File: config.mk
export PLATFORM = sky130hd
export DESIGN_NAME = traffic_timer
export DESIGN_NICKNAME = d
export VERILOG_FILES = /design/src/rtl/traffic_timer.sv
export SDC_FILE = /design/constraint.sdc
export NUM_CORES = 1
export LEC_CHECK = 0
export ABC_AREA = 1
export CAP_MARGIN = 20
export CORE_ASPECT_RATIO = 1.75
export CORE_MARGIN = 2
export CORE_UTILIZATION = 50
export CTS_BUF_LIST = sky130_fd_sc_hd__clkbuf_8
export CTS_CLUSTER_SIZE = 30
export DETAILED_ROUTE_END_ITERATION = 8
export DONT_BUFFER_PORTS = 1
export SLEW_MARGIN = 25
export SYNTH_ARGS = -nofsm -noshare
export SYNTH_HDL_FRONTEND = slang
export SYNTH_SLANG_ARGS = --single-unit
File: constraint.sdc
create_clock -name clk -period 1.66 [get_ports clk]
set_input_delay 0.332 -clock clk [delete_from_list [all_inputs] [get_ports clk]]
set_output_delay 0.332 -clock clk [all_outputs]
set_load 0.02 [all_outputs]
File: src/rtl/traffic_timer.sv
// Per-light duration timer that pairs with the traffic light FSM: a prescaler
// divides clk down to seconds, and a seconds counter runs down the current light.
module traffic_timer #(
  parameter int LIGHT_STATE_WIDTH = 3,
  parameter int CLK_PER_SEC       = 50,
  parameter int GREEN_SEC         = 30,
  parameter int YELLOW_SEC        = 3,
  parameter int RED_SEC           = 30,
  parameter int CNT_WIDTH         = 8,
  parameter int PRE_WIDTH         = 6
) (
  input  logic                         clk,
  input  logic                         rst_n,
  input  logic                         en,
  input  logic [LIGHT_STATE_WIDTH-1:0] light_cnt_init,
  output logic                         second_cnt_pre_last,
  output logic                         light_cnt_last,
  output logic                         sec_tick,
  output logic [CNT_WIDTH-1:0]         sec_remain,
  output logic                         init_err
);

  typedef enum logic {IDLE, RUN} state_t;

  localparam logic [PRE_WIDTH-1:0]         PRE_MAX  = PRE_WIDTH'(CLK_PER_SEC - 1);
  localparam logic [PRE_WIDTH-1:0]         PRE_LAST = PRE_WIDTH'(CLK_PER_SEC - 2);
  localparam logic [LIGHT_STATE_WIDTH-1:0] ONE      = LIGHT_STATE_WIDTH'(1);

  state_t                       state;
  logic [PRE_WIDTH-1:0]         pre_cnt;
  logic [CNT_WIDTH-1:0]         light_cnt;
  logic [LIGHT_STATE_WIDTH-1:0] init_q;

  logic                 is_onehot;
  logic                 is_multi;
  logic                 load;
  logic [CNT_WIDTH-1:0] dur_m1;

  always_comb begin
    is_onehot = (light_cnt_init != '0) && ((light_cnt_init & (light_cnt_init - ONE)) == '0);
    is_multi  = (light_cnt_init != '0) && !is_onehot;
    // Only a change of light reloads; a steady one-hot select keeps counting.
    load      = is_onehot && (light_cnt_init != init_q);
    if (light_cnt_init[0])      dur_m1 = CNT_WIDTH'(GREEN_SEC - 1);
    else if (light_cnt_init[1]) dur_m1 = CNT_WIDTH'(YELLOW_SEC - 1);
    else                        dur_m1 = CNT_WIDTH'(RED_SEC - 1);
  end

  always_ff @(posedge clk or negedge rst_n) begin
    if (!rst_n) begin
      state     <= IDLE;
      pre_cnt   <= '0;
      light_cnt <= '0;
      init_q    <= '0;
      init_err  <= 1'b0;
    end else if (!en) begin
      state     <= IDLE;
      pre_cnt   <= '0;
      light_cnt <= '0;
      init_q    <= '0;
      init_err  <= 1'b0;
    end else begin
      init_q <= light_cnt_init;
      if (is_multi) begin
        init_err  <= 1'b1;
        state     <= IDLE;
        pre_cnt   <= '0;
        light_cnt <= '0;
      end else if (load) begin
        state     <= RUN;
        pre_cnt   <= '0;
        light_cnt <= dur_m1;
      end else if (light_cnt_init == '0) begin
        state     <= IDLE;
        pre_cnt   <= '0;
        light_cnt <= '0;
      end else if (state == RUN) begin
        // Load normally lands on the wrap that would take light_cnt below 0.
        if (pre_cnt == PRE_MAX) begin
          pre_cnt <= '0;
          if (light_cnt != '0) light_cnt <= light_cnt - 1'b1;
        end else begin
          pre_cnt <= pre_cnt + 1'b1;
        end
      end
    end
  end

  assign second_cnt_pre_last = (state == RUN) && (pre_cnt == PRE_LAST);
  assign light_cnt_last      = (state == RUN) && (light_cnt == '0);
  assign sec_tick            = (state == RUN) && (pre_cnt == PRE_MAX);
  assign sec_remain          = (state == RUN) ? light_cnt + 1'b1 : '0;

endmodule
==> results of run 1 <==
-- through the flow --
stage | util, % | setup TNS (ps) | cells | instance area (µm²) | hold slack, ps
after floorplan | - | 0 | 210 | 1390 | 36.4
after global placement | 56.7 | 0 | 248 | 1510 | 36.8
after detailed placement | 56.7 | -4.90 | 248 | 1510 | 36.8
after CTS | 64.1 | -862 | 263 | 1700 | 172
after global routing | 69.7 | -1940 | 271 | 1850 | 45.4
final | 69.7 | -789 | 271 | 1850 | 6.60
-- metal layers --
layer	share of wire, %	wire length [µm]	track usage (%)	up-vias
met5	0	0	0	-
met4	3.6	133	9.43	0
met3	2.4	89	3.19	12
met2	58	2140	45.6	28
met1	36	1340	23.4	677
li1	-	-	-	728
-- flip-flops by register name (all words and copies together), names as in the netlist --
name	flops
init_err	1
init_q	3
light_cnt	8
pre_cnt	6
state	1
-- cells by family (layout without fill, tap and decap cells) --
family | after synthesis | after routing
AND/OR/NAND/NOR | 121 | 121
buffers and inverters | 38 | 72
AO/OA/AOI/OAI | 24 | 24
flip-flops | 19 | 19
adder cells (fa/ha/maj) | 6 | 6
XOR/XNOR | 2 | 2
-- worst min-delay path by stage --
stage                       from                        to  slack, ps  cells after the start
2_1_floorplan              rst_n      init_err$_DFFE_PN0P_         40                      0
3_3_place_gp               rst_n  light_cnt[3]$_DFFE_PN0P_         40                      0
3_5_place_dp               rst_n  light_cnt[2]$_DFFE_PN0P_         40                      0
4_1_cts        light_cnt_init[2]       init_q[2]$_DFF_PN0_        170                      2
5_1_grt                    rst_n  light_cnt[3]$_DFFE_PN0P_         50                      1
6_report                   rst_n  light_cnt[2]$_DFFE_PN0P_          7                      1
-- power by group through the flow --
stage | Sequential [W] | Clock [W] | Combinational, W
3_3_place_gp | 0.000512 | 0 | 0.000233
6_report | 0.000505 | 0.000318 | 0.000338
4_1_cts | 0.000505 | 0.000324 | 0.000288
3_5_place_dp | 0.000513 | 0 | 0.000237
5_1_grt | 0.000507 | 0.000347 | 0.000374
2_1_floorplan | 0.000511 | 0 | 0.000176
-- layout make-up --
cell class | count | area, µm²
Inverter | 37 | 151
Timing Repair Buffer | 31 | 241
Clock inverter | 1 | 5.00
Sequential cell | 19 | 478
Clock buffer | 3 | 41.3
Multi-Input combinational cell | 153 | 903
Tap cell | 27 | 33.8
Fill cell | 224 | 805
-- placed cells by master (no fill, tap or decap), drive strengths merged --
| cell | instances |
|---|---|
| nand2 | 63 |
| inv | 36 |
| buf | 31 |
| nor2 | 26 |
| nand3 | 21 |
| dfrtp | 19 |
| o21ai | 14 |
| a21oi | 9 |
| nand4 | 6 |
| ha | 6 |
| nor3 | 4 |
| clkbuf | 3 |
| clkinv | 2 |
| xnor2 | 1 |
| o21bai | 1 |
| xor2 | 1 |
| and2 | 1 |
-- cells in the mapped netlist --
cell / number / area [µm²]
nand2_4: 2 / 22.5
inv_1: 34 / 128
xnor2_1: 1 / 8.76
nor2_1: 25 / 93.8
ha_1: 6 / 75.1
nand4_1: 6 / 37.5
dfrtp_1: 19 / 475
clkinv_4: 1 / 8.76
and2_1: 1 / 6.26
o21ai_1: 5 / 25.0
xor2_1: 1 / 8.76
nand3_2: 2 / 20.0
a21oi_1: 9 / 45.0
inv_2: 1 / 3.75
clkinv_1: 1 / 3.75
o21bai_1: 1 / 7.51
nand3_1: 19 / 95.1
nand2_2: 1 / 6.26
buf_2: 1 / 5.00
nor2_8: 1 / 20.0
nand2_1: 60 / 225
o21ai_0: 9 / 45.0
nor3_1: 4 / 20.0
-- timing repair --
action,in CTS,in global routing
gates resized for setup,24,27
cloned,0,0
endpoints found under the setup margin,9,17
endpoints found under the hold margin,19,0
hold buffers,1,0
pin swaps,9,11
buffers inserted,10,8
==> reports/qor.txt, run 1 <==
CP Launch Point: light_cnt[0]$_DFFE_PN0P_
largest family of logic cells by synthesized area: simple AND/OR/NAND/NOR gates
CTS Root Cell: clkbuf_8
Switch Pwr: 0.000384 W
Crit-path slowest cell: dfrtp_1
Pwr per Cell Area: 627 nW/µm²
cell family with most CP delay: flip-flops
Post-Synthesis Cells: 210
CP required: 1330 ps
Port Buf Inserts: 0
Final Skew: 3.65 ps
Total Power: 0.00116 W
Final Hold Fails: 0
Vias/cell: 5.33
DIE AREA: 3230 µm²
htree depth: 1
MaxCap Viol Count: 0
initial antenna violation count: 0
Post-Syn Nets: 222
Least-Margin Pin Slew: 430 ps
vias in the first global route: 1390
setup slack, reg-to-reg: -30 ps
HP Class: in -> async
critical-path cell list: ha_2 > nand2_2 > inv_2 > nand3_2 > inv_2 > a21oi_2 > nor3_1 > buf_4
pre-CTS WS: -4.90 ps
drt wl/cell: 13.7 µm
failing checks: negative setup slack
switching share of total power: 33.1%
Critical Setup Path Class: reg -> out
Final nets: 257
Lkg Pwr: 0.983 nW
Die X: 43.8 µm
Max stage delay on crit path: 410 ps
Synth Cell Area: 1390 µm²
post-route setup slack: -206 ps
WL final: 3700 µm
# IOs: 18
crit path DAT: 1530 ps
Worst setup endpoint: sec_remain[6]
number of remaining DRC errors: 0
largest net degree at the start of global routing: 20
Longest Clk Path Bufs: 2
max-slew violations: 0
routability cong.: 0.811
f_max: 536 MHz
CTS Sinks: 19
Layout area overhead: 33.8%
worst skew pair latency: 250 ps
Max VDD drop: 0.540 mV
Pint: 0.000778 W
# rows: 25
Worst Setup Start Kind: flop
Core ar.: 2660 µm²
cell mode on critical path: inv_2
Warnings, synthesis: 0
Synth Area in Compound Gates: 8.84%
clock share of power: 27.4%
#FFs+latches synth: 19
Die Y: 73.7 µm
ant diodes: 0
Yosys cell types: 23
mux contribution to synthesized area: 0%
Comb pwr share: 29.1%
Routed Antenna Nets: 0
Worst Setup End Kind: output pin
drt pass-1 iters: 4
outcome: finished, violations left
reg2reg path depth: 11
period utilisation layout: 112%
r2r endpoint: light_cnt[5]$_DFFE_PN0P_
Via Count: 1445
first-pass GRT wire length: 5700 µm
sequential power share: 43.5%
layout cell share with drive strength beyond 1: 32.4%
sequential-to-total area share from yosys stat: 34.3%
largest fanout on the critical path: 4
crit path time final: 1870 ps
global route total overflow: 0
adder-cell area share of the yosys netlist: 5.42%
post-synthesis area per instance: 6.60 µm²
Buf/Inv on CP: 3
Worst-path clk slew: 70 ps
Post-Synth XOR/XNOR Area: 1.26%
RSZ-0062 raised after global routing: yes
Levels on crit path: 8
relative slew slack: 71.3%
simple-gate area share of the yosys netlist: 39.4%
CTS tree: built
Initial Utilization: 52.1%
DP HPWL: 2540 µm
Crit Reg-Reg Startpoint: light_cnt[4]$_DFFE_PN0P_
total track usage: 23.4%
# setup viols final: 13
total CTS buffers: 3
starting DRC count in detailed routing: 41
No activity file was read; power rests on OpenSTA's default activity.
==> run 2: changes to the inputs <==
Settings changed: GPL_TIMING_DRIVEN set to 0.
==> reports/qor.txt, run 2 (synthesized netlist as in run 1, its figures left out) <==
outcome: finished, violations left
failing checks: negative setup slack
drt pass-1 iters: 4 (unchanged)
Max VDD drop: 0.591 mV (+9.5%)
WL final: 3600 µm (-2.9%)
routability cong.: 0.845 (+4.2%)
Crit-path slowest cell: dfrtp_1
starting DRC count in detailed routing: 21 (-49%)
Layout fillers: 211 (-5.8%)
Longest Clk Path Bufs: 2 (unchanged)
critical-path cell list: inv_2 > nor2_4 > nand3_2 > nor2_2 > buf_4 > buf_4 > a21oi_4
Routed Antenna Nets: 0 (unchanged)
global route total overflow: 0 (unchanged)
dpl cells: 237 (-4.4%)
fin area: 1830 µm² (-1.5%)
post-route setup slack: -125 ps (+81.0 ps)
CTS tree: built
Port Buf Inserts: 0 (unchanged)
Via Count: 1419 (-1.8%)
worst skew pair latency: 260 ps (about the same)
drt wl/cell: 13.9 µm (+1.6%)
# setup viols final: 4 (-9)
CP required: 1330 ps (about the same)
first-pass GRT wire length: 5930 µm (+4.1%)
register with the most flip-flops: light_cnt
HP Class: in -> async
setup slack, reg-to-reg: 60 ps (+90 ps)
relative slew slack: 70.3% (-0.97 points)
DP HPWL: 2420 µm (-4.5%)
ant diodes: 0 (unchanged)
f_max: 560 MHz (+4.5%)
Final Skew: 3.10 ps (-0.548 ps)
vias in the first global route: 1466 (+5.5%)
max-slew violations: 0 (unchanged)
placed inst area: 1420 µm² (-5.6%)
Worst Setup Start Kind: flop
layout cell share with drive strength beyond 1: 32.8% (+0.38 points)
Critical Setup Path Class: reg -> out
crit path DAT: 1450 ps (-80 ps)
Final Hold Fails: 0 (unchanged)
Least-Margin Pin Slew: 445 ps (+14.6 ps)
Lkg Pwr: 0.912 nW (-7.3%)
Die Y: 73.7 µm (unchanged)
htree depth: 1 (unchanged)
Max stage delay on crit path: 400 ps (about the same)
max FFs per register: 8 (unchanged)
Worst-path clk slew: 70 ps (about the same)
Final nets: 245 (-4.7%)
RSZ-0062 raised after global routing: yes
number of remaining DRC errors: 0 (unchanged)
Layout area overhead: 31.8%
total track usage: 24.4% (+1.0 points)
largest net degree at the start of global routing: 20 (unchanged)
Initial Utilization: 52.1% (unchanged)
fin cells: 259 (-4.4%)
crit path time final: 1780 ps (-81.0 ps)
DIE AREA: 3230 µm² (unchanged)
Die X: 43.8 µm (unchanged)
largest registers: light_cnt (8), pre_cnt (6), init_q (3)
Vias/cell: 5.48 (+2.8%)
most frequent cells in the layout: 54 x nand2_1, 24 x inv_1, 16 x nor2_1
initial antenna violation count: 0 (unchanged)
MaxCap Viol Count: 0 (unchanged)
commonest non-fill, non-tap cell in the layout: nand2_1
cell mode on critical path: buf_4
# IOs: 18 (unchanged)
Worst Setup End Kind: output pin
total CTS buffers: 3 (unchanged)
CTS Root Cell: clkbuf_8
CTS Sinks: 19 (unchanged)
# rows: 25 (unchanged)
Core ar.: 2660 µm² (unchanged)
largest fanout on the critical path: 7 (+3)
period utilisation layout: 108% (-4.9 points)
Pwr per Cell Area: 633 nW/µm² (+1.1%)
==> run 2: cell count changes in the layout (fill, tap and decap cells not counted), sizes merged <==
| cell | change |
|---|---|
| clkinvlp | +1 |
| inv | -1 |
| buf | -12 |
==> run 2: layer usage <==
| layer | part of all wire, % | vias to the layer above | GRT usage, % |
|---|---|---|---|
| met4 | 2.8 | 0 | 13.5 |
| met2 | 56 | 33 | 44.3 |
| li1 | - | 712 | - |
| met1 | 39 | 664 | 25.7 |
| met3 | 2.5 | 10 | 3.69 |
| met5 | 0 | - | 0 |
==> run 2: final timing paths <==
path / end / startpoint / cells after the start
max in group asynchronous: light_cnt[4]$_DFFE_PN0P_ / rst_n / 1
worst min-delay path: light_cnt[2]$_DFFE_PN0P_ / rst_n / 1
min in group clk: init_q[0]$_DFF_PN0_ / light_cnt_init[0] / 2
worst max-delay path: sec_remain[7] / light_cnt[3]$_DFFE_PN0P_ / 7
worst min register to register: light_cnt[1]$_DFFE_PN0P_ / light_cnt[1]$_DFFE_PN0P_ / 2
worst max register to register: light_cnt[6]$_DFFE_PN0P_ / pre_cnt[1]$_DFFE_PN0P_ / 8
==> run 2: through the flow <==
step	setup TNS, ps	hold WS (ps)	worst slack, ps	total power (W)	utilization (%)
3_5_place_dp	-1400	36.8	-171	0.000734	53.5
3_3_place_gp	-1200	36.8	-161	0.000730	53.5
2_1_floorplan	0	36.4	4.23	0.000686	-
4_1_cts	-908	168	-182	0.00112	62.7
5_1_grt	-741	44.3	-179	0.00122	68.7
6_report	-331	7.75	-125	0.00116	68.7
==> run 2: what timing repair did <==
item | 4_1_cts | 5_1_grt
setup buffers | 8 | 9
setup endpoints to repair | 19 | 19
hold buffers | 1 | 0
gates resized for setup | 35 | 33
pin swaps | 13 | 17
endpoints found under the hold margin | 19 | 0
==> run 2: cell type report <==
cell class                      instances  area (µm²)  share of cell area [%]
Multi-Input combinational cell        153         952                    52.1
Timing Repair Buffer                   18         144                    7.88
Sequential cell                        19         482                    26.4
Inverter                               37         163                    8.90
Buffer                                  1        7.51                   0.411
Clock inverter                          1        3.75                   0.205
Tap cell                               27        33.8                    1.85
Clock buffer                            3        41.3                    2.26
==> run 2: power by group <==
| group | switching [W] | leakage [nW] | internal, W |
|---|---|---|---|
| logic | 0.000205 | 0.636 | 0.000115 |
| registers | 0.0000269 | 0.249 | 0.000484 |
| clock network | 0.000162 | 0.0269 | 0.000165 |
==> run 2: worst max-delay path: cells and delay by family (launching register included) <==
kind | cells | cell delay (ps)
AOI/OAI and AO/OA | 1 | 210
DFF | 1 | 400
and+or+nand+nor | 3 | 180
buffers and inverters | 3 | 400
